<file path="src/rtl/blit_arb_pkg.sv">
// Shared owner codes, state encoding and priority helpers for the main-bus arbiter.
package blit_arb_pkg;

    localparam int unsigned OWNER_W   = 3;
    localparam int unsigned NUM_CODES = 8;
    localparam int unsigned ACK_W     = 6;
    localparam int unsigned STATE_W   = 2;
    localparam int unsigned PCNT_W    = 5;
    localparam int unsigned STAT_W    = PCNT_W + OWNER_W;

    typedef logic [OWNER_W-1:0] owner_t;

    localparam owner_t OWNER_NONE  = 3'd0;
    localparam owner_t OWNER_REF   = 3'd1;
    localparam owner_t OWNER_OP    = 3'd2;
    localparam owner_t OWNER_BLITH = 3'd3;
    localparam owner_t OWNER_GPU   = 3'd4;
    localparam owner_t OWNER_DSP   = 3'd5;
    localparam owner_t OWNER_BLITL = 3'd6;
    localparam owner_t OWNER_CPU   = 3'd7;

    localparam logic [STATE_W-1:0] ST_IDLE    = 2'd0;
    localparam logic [STATE_W-1:0] ST_OWN     = 2'd1;
    localparam logic [STATE_W-1:0] ST_HANDOFF = 2'd2;

    // Ack bit positions
    localparam int unsigned ACK_REF  = 0;
    localparam int unsigned ACK_OP   = 1;
    localparam int unsigned ACK_BLIT = 2;
    localparam int unsigned ACK_GPU  = 3;
    localparam int unsigned ACK_DSP  = 4;
    localparam int unsigned ACK_CPU  = 5;

    // Lower rank wins; GPU and DSP share a level.
    function automatic logic [2:0] class_rank(input owner_t code);
        logic [2:0] r;
        case (code)
            OWNER_REF:             r = 3'd0;
            OWNER_OP:              r = 3'd1;
            OWNER_BLITH:           r = 3'd2;
            OWNER_GPU, OWNER_DSP:  r = 3'd3;
            OWNER_BLITL:           r = 3'd4;
            OWNER_CPU:             r = 3'd5;
            default:               r = 3'd7;
        endcase
        return r;
    endfunction

    function automatic logic is_blit(input owner_t code);
        return (code == OWNER_BLITH) || (code == OWNER_BLITL);
    endfunction

    function automatic logic [ACK_W-1:0] ack_decode(input owner_t code);
        logic [ACK_W-1:0] a;
        a = '0;
        case (code)
            OWNER_REF:                a[ACK_REF]  = 1'b1;
            OWNER_OP:                 a[ACK_OP]   = 1'b1;
            OWNER_BLITH, OWNER_BLITL: a[ACK_BLIT] = 1'b1;
            OWNER_GPU:                a[ACK_GPU]  = 1'b1;
            OWNER_DSP:                a[ACK_DSP]  = 1'b1;
            OWNER_CPU:                a[ACK_CPU]  = 1'b1;
            default:                  a = '0;
        endcase
        return a;
    endfunction

endpackage

</file>
<file path="src/rtl/arb_prio_sel.sv">
// Combinational winner select: lowest class rank wins, GPU/DSP tie broken round-robin.
module arb_prio_sel
    import blit_arb_pkg::*;
(
    input  logic [NUM_CODES-1:0] req,
    input  logic                 rr_last_dsp,
    input  owner_t               excl,
    output owner_t               winner_c,
    output logic                 any_c
);

    logic [NUM_CODES-1:0] masked;
    logic [2:0]           best_rank;

    always_comb begin
        masked    = req;
        masked[0] = 1'b0;
        // Excluding the blitter removes it as a device, whatever class it last held.
        if (is_blit(excl)) begin
            masked[OWNER_BLITH] = 1'b0;
            masked[OWNER_BLITL] = 1'b0;
        end else begin
            masked[excl] = 1'b0;
        end

        winner_c  = OWNER_NONE;
        best_rank = 3'd7;
        for (int unsigned c = 1; c < NUM_CODES; c++) begin
            if (masked[3'(c)] && (class_rank(3'(c)) < best_rank)) begin
                winner_c  = 3'(c);
                best_rank = class_rank(3'(c));
            end
        end

        if ((winner_c == OWNER_GPU) && masked[OWNER_DSP] && !rr_last_dsp) begin
            winner_c = OWNER_DSP;
        end

        any_c = |masked;
    end

endmodule

</file>
<file path="src/rtl/blit_bus_arb.sv">
// Main-bus arbiter: one owner at a time, switches only on cycle_done, one dead HANDOFF cycle.
// Optional ARB_STAT_EN adds a preemption counter readable through statrd/stat_out/stat_oe.
module blit_bus_arb
    import blit_arb_pkg::*;
#(
    parameter int unsigned HOLD_MAX = 16,
    parameter int unsigned HCW      = 5
)
(
    input  logic               clk,
    input  logic               reset_n,
    input  logic               refreq,
    input  logic               opreq,
    input  logic               blit_breq_1,
    input  logic               blit_breq_0,
    input  logic               gpureq,
    input  logic               dspreq,
    input  logic               cpureq,
    input  logic               cycle_done,
`ifdef ARB_STAT_EN
    input  logic               statrd,
    output logic [STAT_W-1:0]  stat_out,
    output logic               stat_oe,
`endif
    output logic               ref_ack,
    output logic               op_ack,
    output logic               blit_ack,
    output logic               gpu_ack,
    output logic               dsp_ack,
    output logic               cpu_ack,
    output logic               bus_idle,
    output owner_t             owner
);

    logic [STATE_W-1:0]   state_q, state_d;
    owner_t               owner_q, owner_d;
    owner_t               prev_q, prev_d;
    logic [HCW-1:0]       hold_q, hold_d, hold_inc_c;
    logic                 rr_q, rr_d;
    logic [ACK_W-1:0]     ack_q;
    logic                 bus_idle_q;

    logic [NUM_CODES-1:0] req_c;
    logic [NUM_CODES-1:0] own_mask_c;
    owner_t               live_c;
    owner_t               excl_c;
    owner_t               win_c;
    logic                 any_c;
    logic                 owner_req_c;
    logic                 higher_c;
    logic                 other_c;
    logic                 expired_c;
    logic                 preempt_c;

    // Request vector indexed by owner code; the blitter appears in exactly one class.
    always_comb begin
        req_c              = '0;
        req_c[OWNER_REF]   = refreq;
        req_c[OWNER_OP]    = opreq;
        req_c[OWNER_BLITH] = blit_breq_1;
        req_c[OWNER_GPU]   = gpureq;
        req_c[OWNER_DSP]   = dspreq;
        req_c[OWNER_BLITL] = blit_breq_0 & ~blit_breq_1;
        req_c[OWNER_CPU]   = cpureq;
    end

    // Current owner's request and live class (blitter class tracks its request lines).
    always_comb begin
        owner_req_c = 1'b0;
        live_c      = owner_q;
        own_mask_c  = '0;
        case (owner_q)
            OWNER_REF:                owner_req_c = refreq;
            OWNER_OP:                 owner_req_c = opreq;
            OWNER_BLITH, OWNER_BLITL: owner_req_c = blit_breq_1 | blit_breq_0;
            OWNER_GPU:                owner_req_c = gpureq;
            OWNER_DSP:                owner_req_c = dspreq;
            OWNER_CPU:                owner_req_c = cpureq;
            default:                  owner_req_c = 1'b0;
        endcase
        if (is_blit(owner_q)) begin
            if (blit_breq_1) begin
                live_c = OWNER_BLITH;
            end else if (blit_breq_0) begin
                live_c = OWNER_BLITL;
            end
            own_mask_c[OWNER_BLITH] = 1'b1;
            own_mask_c[OWNER_BLITL] = 1'b1;
        end else begin
            own_mask_c[owner_q] = 1'b1;
        end
    end

    // Preempt: BLITL/CPU yield at once to higher classes; any owner but REF yields to any
    // contender once its hold budget (counting the current cycle_done) is spent.
    always_comb begin
        higher_c = 1'b0;
        for (int unsigned c = 1; c < NUM_CODES; c++) begin
            if (req_c[3'(c)] && (class_rank(3'(c)) < class_rank(live_c))) begin
                higher_c = 1'b1;
            end
        end
        other_c    = |(req_c & ~own_mask_c);
        hold_inc_c = (hold_q >= HCW'(HOLD_MAX)) ? hold_q : hold_q + HCW'(1);
        expired_c  = (hold_inc_c >= HCW'(HOLD_MAX));
        preempt_c  = (live_c != OWNER_REF) &&
                     ((higher_c && ((live_c == OWNER_BLITL) || (live_c == OWNER_CPU))) ||
                      (other_c && expired_c));
    end

    assign excl_c = (state_q == ST_HANDOFF) ? prev_q : OWNER_NONE;

    arb_prio_sel u_prio_sel (
        .req         (req_c),
        .rr_last_dsp (rr_q),
        .excl        (excl_c),
        .winner_c    (win_c),
        .any_c       (any_c)
    );

    // Next-state logic
    always_comb begin
        state_d = state_q;
        owner_d = owner_q;
        prev_d  = prev_q;
        hold_d  = hold_q;
        rr_d    = rr_q;
        case (state_q)
            ST_IDLE, ST_HANDOFF: begin
                if (any_c) begin
                    state_d = ST_OWN;
                    owner_d = win_c;
                    hold_d  = '0;
                    if (win_c == OWNER_GPU) begin
                        rr_d = 1'b0;
                    end else if (win_c == OWNER_DSP) begin
                        rr_d = 1'b1;
                    end
                end else begin
                    state_d = ST_IDLE;
                    owner_d = OWNER_NONE;
                end
            end
            ST_OWN: begin
                owner_d = live_c;
                if (cycle_done) begin
                    if (!owner_req_c) begin
                        prev_d  = owner_q;
                        owner_d = OWNER_NONE;
                        state_d = other_c ? ST_HANDOFF : ST_IDLE;
                    end else if (preempt_c) begin
                        prev_d  = owner_q;
                        owner_d = OWNER_NONE;
                        state_d = ST_HANDOFF;
                    end else begin
                        hold_d = hold_inc_c;
                    end
                end
            end
            default: begin
                state_d = ST_IDLE;
                owner_d = OWNER_NONE;
            end
        endcase
    end

    // State and output registers
    always_ff @(posedge clk) begin
        if (!reset_n) begin
            state_q    <= ST_IDLE;
            owner_q    <= OWNER_NONE;
            prev_q     <= OWNER_NONE;
            hold_q     <= '0;
            rr_q       <= 1'b1;
            ack_q      <= '0;
            bus_idle_q <= 1'b1;
        end else begin
            state_q    <= state_d;
            owner_q    <= owner_d;
            prev_q     <= prev_d;
            hold_q     <= hold_d;
            rr_q       <= rr_d;
            ack_q      <= ack_decode(owner_d);
            bus_idle_q <= (state_d == ST_IDLE);
        end
    end

    assign ref_ack  = ack_q[ACK_REF];
    assign op_ack   = ack_q[ACK_OP];
    assign blit_ack = ack_q[ACK_BLIT];
    assign gpu_ack  = ack_q[ACK_GPU];
    assign dsp_ack  = ack_q[ACK_DSP];
    assign cpu_ack  = ack_q[ACK_CPU];
    assign bus_idle = bus_idle_q;
    assign owner    = owner_q;

`ifdef ARB_STAT_EN
    logic [PCNT_W-1:0] pcnt_q;
    logic              preempt_evt_c;

    assign preempt_evt_c = (state_q == ST_OWN) && cycle_done && owner_req_c && preempt_c;

    // Preemption counter, saturating, cleared after each read cycle
    always_ff @(posedge clk) begin
        if (!reset_n) begin
            pcnt_q <= '0;
        end else if (statrd) begin
            pcnt_q <= '0;
        end else if (preempt_evt_c && (pcnt_q != '1)) begin
            pcnt_q <= pcnt_q + PCNT_W'(1);
        end
    end

    assign stat_out = {pcnt_q, owner_q};
    assign stat_oe  = statrd;
`endif

endmodule

</file>
<file path="config.mk">
export PLATFORM = sky130hd
export DESIGN_NAME = blit_bus_arb
export DESIGN_NICKNAME = d
export VERILOG_FILES = /design/src/rtl/blit_arb_pkg.sv /design/src/rtl/arb_prio_sel.sv /design/src/rtl/blit_bus_arb.sv
export SDC_FILE = /design/constraint.sdc
export NUM_CORES = 1
export LEC_CHECK = 0
export ABC_AREA = 0
export CORE_MARGIN = 10
export CORE_UTILIZATION = 50
export DETAILED_ROUTE_END_ITERATION = 10
export PLACE_DENSITY_LB_ADDON = 0.3
export SLEW_MARGIN = 15
export SYNTH_ARGS = -nofsm -noshare
export SYNTH_HDL_FRONTEND = slang
export SYNTH_HIERARCHICAL = 1
export SYNTH_SLANG_ARGS = --single-unit
</file>
<file path="constraint.sdc">
create_clock -name clk -period 2.65 [get_ports clk]
set_input_delay 0.53 -clock clk [delete_from_list [all_inputs] [get_ports clk]]
set_output_delay 0.53 -clock clk [all_outputs]
set_load 0.02 [all_outputs]
</file>
**After elaboration in Yosys (flattened, before gate mapping)**

Cells that the tools add are included.

- Add/sub/neg operators: 1
- Order comparisons: 18
- Eq/ne operators: 34
- Multiplexer cells: 68
- Bitwise gates (word level): 7
- Reductions and logical operators: 38

Operators with widths:

| cell | number |
|---|---|
| $mux W3 | 23 |
| $eq A3 B3 Y1 const B | 16 |
| $mux W1 | 25 |
| $mux W5 | 5 |
| $eq A3 B2 Y1 const B | 7 |
| $logic_and A1 B1 Y1 | 20 |
| $pmux W3 S6 | 1 |
| $and A8 B8 Y8 | 2 |
| $mux W2 | 8 |
| $not A8 Y8 | 2 |
| $reduce_or A8 Y1 | 2 |
| $lt A2 B3 Y1 const A | 5 |
| $lt A3 B3 Y1 const A | 4 |
| $ge A5 B5 Y1 const B | 2 |
| $pmux W5 S2 | 1 |
| $eq A3 B1 Y1 const B | 3 |
| $lt A1 B3 Y1 const A | 3 |
| $lt A3 B4 Y1 const B | 2 |
| $ne A2 B2 Y1 const B | 4 |
| $reduce_or A2 Y1 | 4 |
| $demux W1 S3 | 2 |
| $ge A3 B1 Y1 const B | 2 |
| $pmux W1 S6 | 1 |
| $pmux W3 S2 | 1 |
| other kinds (15) | 21 |

- Register bits after elaboration: 21
- Input port bits: 10
- Output and inout port bits: 10

**Logic depth before layout (Yosys ltp)**

- Depth after elaboration: 37
- Depth in mapped cells: 12
- Gate-level depth less buffers: 11

**Hierarchy**

Netlist, hierarchy kept.

Modules (own cells, without submodules):

| module | instances | cells an instance | area an instance (µm²) | sequential area each (µm²) |
|---|---|---|---|---|
| blit_bus_arb | 1 | 135 | 1228.7 | 420.4 |
| arb_prio_sel | 1 | 57 | 375.4 | 0.0 |

**Worst setup path after synthesis**

OpenSTA, ideal clock, no wires.

- Path kind: register -> register
- Start: register state_q[1]
- End: register ack_q[2]
- Setup time: 0.115 ns
- Arrival: 2.351 ns
- Slack: 0.184 ns
- Stages on the path, launching flop included: 13
- Period minus slack after synthesis: 2.466 ns
- Cell sequence: dfxtp_1 nor2b_1 and2_1 buf_4 or4b_1 o211a_1 o22ai_1 nand3b_1 nor2b_1 a22o_1 a31o_2 xnor2_1 nor2_1

- Elaborated cells on any way between the ends: 56
- Classes of those cells: order compare (8); eq/ne (7); mux (25); bitwise (2); reduce/logical (14)

RTL lines:

| element | RTL line | source |
|---|---|---|
| start, declared | blit_bus_arb.sv:35 | `logic [STATE_W-1:0] state_q, state_d;` |
| start signal, assigned | blit_bus_arb.sv:178 | `state_q <= state_d;` |
| $eq A2 B2 Y1 * | blit_bus_arb.sv:111 | `assign excl_c = (state_q == ST_HANDOFF) ? prev_q : OWNER_NONE;` |
| $mux W3 * | blit_bus_arb.sv:111 |  |
| via excl_c[2] | blit_bus_arb.sv:46 | `owner_t excl_c;` |
| $lt A3 B4 Y1 (implied by the code) or $ge A3 B1 Y1 (tied branches) | arb_prio_sel.sv:23 | `masked[excl] = 1'b0;` |
| $logic_and A1 B1 Y1 (implied by the code) | arb_prio_sel.sv:23 |  |
| $mux W1 (implied by the code) | arb_prio_sel.sv:23 |  |
| $demux W1 S3 | n/a |  |
| $not A8 Y8 (no line) | n/a |  |
| $and A8 B8 Y8 (no line) | n/a |  |
| $mux W3, or another cell as far along | arb_prio_sel.sv:19 | `if (is_blit(excl)) begin` |
| $reduce_or A8 Y1 * | arb_prio_sel.sv:39 | `any_c = \|masked;` |
| via any_c | blit_bus_arb.sv:48 | `logic any_c;` |
| $mux W3 * | blit_bus_arb.sv:130 | `if (any_c) begin` |
| $pmux W3 S2 * | blit_bus_arb.sv:128 | `case (state_q)` |
| $eq A3 B2 Y1 or $eq A3 B3 Y1 (tied branches) | blit_arb_pkg.sv:56 | `case (code)` |
| $reduce_or A2 Y1 * | blit_arb_pkg.sv:56 |  |
| $mux W1 * | blit_arb_pkg.sv:56 |  |
| end signal, assigned | blit_bus_arb.sv:183 | `ack_q <= ack_decode(owner_d);` |
| end, declared | blit_bus_arb.sv:40 | `logic [ACK_W-1:0] ack_q;` |

The timed path passes the listed nets; every way through them passes the cells marked *.
A chain may end at the register's enable or synchronous reset.

**Worst setup path after layout**

- Start: input port blit_breq_0
- End: register ack_q[3]

- Elaborated cells on any way between the ends: 63
- Classes of those cells: order compare (7); eq/ne (10); mux (23); bitwise (4); reduce/logical (19)

RTL lines:

| element | RTL line | source |
|---|---|---|
| start, declared | blit_bus_arb.sv:15 | `input logic blit_breq_0,` |
| $and A1 B1 Y1 | blit_bus_arb.sv:63 | `req_c[OWNER_BLITL] = blit_breq_0 & ~blit_breq_1;` |
| via req_c[6] | blit_bus_arb.sv:43 | `logic [NUM_CODES-1:0] req_c;` |
| $and A8 B8 Y8 (no line) | n/a |  |
| $mux W1 | arb_prio_sel.sv:19 |  |
| $reduce_or A8 Y1 | arb_prio_sel.sv:39 |  |
| via any_c | blit_bus_arb.sv:48 |  |
| $mux W3 | blit_bus_arb.sv:130 |  |
| $pmux W3 S2 | blit_bus_arb.sv:128 |  |
| $eq A3 B3 Y1 | blit_arb_pkg.sv:56 |  |
| $mux W1 | blit_arb_pkg.sv:56 |  |

The timed path passes the listed nets, and every way through them passes these cells.

==> reports/metrics.csv <==
metric,value,unit
syn_area,1600,um^2
whs,0.515,ns
min_path_type,reg -> reg,
ir_drop,0.000362,V
fin_crit,2.59,ns
die_h,76.6,um
crit_buf_inv,1,
critPathRequiredTime,2.87,ns
layout-drive-gt1-share,24.3,%
port_buffers,19,
drt_iter0_drc,137,
htree_levels,1,
grt_use_met2,24.4,%
crit_fanout,6,
grt_pass1_wl,7290,um
postRouteWirelength,4500,um
dr.pass1.iters,4,
path_cells,clkdlybuf4s50_1 > nor2b_4 > or4b_1 > o211a_1 > o22ai_2 > nand3b_1 > nor2b_4 > a22o_1 > a31o_4 > nor4b_4,
syn_to_final_growth,32.0,%
power.internal,490,uW
viasPerCell,6.00,
final-hold-violation-count,0,
post_drt_wl_per_cell,16.4,um
fin_skew,0.00785,ns
grt_max_degree,18,
postLayoutCoreUtil,69.2,%
antenna_found_initial,0,
swShare,31.1,%
dp_hpwl,3380,um
crit_arrival,2.81,ns
numCtsBuffers,3,
nNetsFinal,243,
io_pins,20,
num_vias,1645,
report.final.slew_viol_count,0,
met1_usage,17.4,%
cts_hold_buf,0,
grt_use_total,14.3,%
antenna_cells,0,
die_area,5860,um^2
worst_pin_slew,0.628,ns
cap_violations,0,
status,"finished, final reports clean",
root_buffer,clkbuf_4,
cp_slowest_cell,or4b_1,
p_comb_share,31.0,%
crit_family,simple AND/OR/NAND/NOR gates,
clockPowerShare,21.1,%
grt.busiest_layer,met2,
syn-num-nets,203,
num_rows,20,
critPathLaunchType,primary input,
seqPwrFrac,47.9,%
use_met3,3.30,%
power.total,711,uW
start_util,52.4,%
core-area,3050,um^2
cpPeakStageDelay,0.46,ns
fmax,386,MHz
antenna_left,0,
leakage,0.000775,uW
grt_pass1_vias,1568,
worstSetupPathType,in -> reg,
crit_top_cell,nor2b_4,
setup-violations-final,0,
cts.sinks,21,
fin_crit_sh,97.8,%
cts_tree,built,
power_density,336,nW/um^2
synth_cells,191,
p_sw,221,uW
max-clock-path-buffers,2,
end_kind,flip-flop,
clk_latency,0.30,ns
avgSynthCellArea,8.38,um^2
yosysWarnings,6,
die_w,76.6,um
drc,0,
grt.overflow.total,0,
rrSetupSlack,0.07,ns
place.gp.congestion,0.830,
slew_headroom,57.6,%
clk_pin_slew,0.12,ns
-- path summary, 6_finish.rpt --
kind,startpoint,end,cells past startpoint
worst min register to register,prev_q[0]$_SDFFE_PN0P_,prev_q[0]$_SDFFE_PN0P_,2
worst max-delay path,blit_breq_0,ack_q[3]$_SDFF_PN0_,10
worst max register to register,state_q[1]$_SDFF_PN0_,ack_q[3]$_SDFF_PN0_,10
worst min-delay path,prev_q[0]$_SDFFE_PN0P_,prev_q[0]$_SDFFE_PN0P_,2
-- layer usage --
layer / vias up / part of all wire [%]
met1: 801 / 44
met3: 6 / 6.7
met2: 56 / 49
met5: - / 0
li1: 782 / -
met4: 0 / 0.87
-- power by group through the flow --
stage	sequential [uW]	combinational (uW)	clock, uW
finish	340	220	150
global route	342	236	170
CTS	340	206	154
global placement	345	190	0
detailed placement	346	196	0
floorplan	351	106	0
-- tightest hold or removal path, stage by stage (launching register included) --
cell     delay [ns]
dfxtp_1        0.34
mux2i_1        0.07
nor2_1         0.07
-- registers in the layout, summed over array words and instances, names as in the netlist --
| name | flops |
|---|---|
| ack_q | 6 |
| hold_q | 5 |
| owner | 3 |
| prev_q | 3 |
| state_q | 2 |
| bus_idle | 1 |
| rr_q | 1 |
-- placed cells by master, fill, tap and decap left out, types with 4 or more instances in the layout --
cell type	count
clkdlybuf4s50_1	18
xnor2_1	5
nor2_1	17
dfxtp_1	21
and2_1	5
buf_4	24
inv_1	10
nand2b_1	9
o21ai_0	4
a21oi_1	11
nand2_1	8
a22o_1	4
mux2i_1	7
nand3b_1	7
-- area by class of cell --
type | count | area [um^2]
flip-flops and latches | 21 | 420
multi-input cells | 150 | 1180
clock buffers | 3 | 22.5
clock inverters | 1 | 5.00
fillers | 262 | 941
inverters | 10 | 37.5
repair buffers | 45 | 395
well taps | 44 | 55.1
-- stage by stage --
step,cell area [um^2],setup slack [ns],cells,setup TNS [ns]
after floorplan,1600,0.184,191,0
after global placement,1980,-0.294,270,-3.02
after detailed placement,1980,-0.424,270,-4.53
after CTS,2050,-0.0228,274,-0.0228
after global routing,2110,-0.0109,274,-0.0109
final,2110,0.0573,274,0
-- timing repair --
item                                    CTS  global route
gates resized for setup                   9            15
endpoints found under the setup margin    6            10
buffers inserted                          0             0
pin swaps                                 0             7
hold endpoints to repair                  0             0
Power figures use the tool's default switching activity.
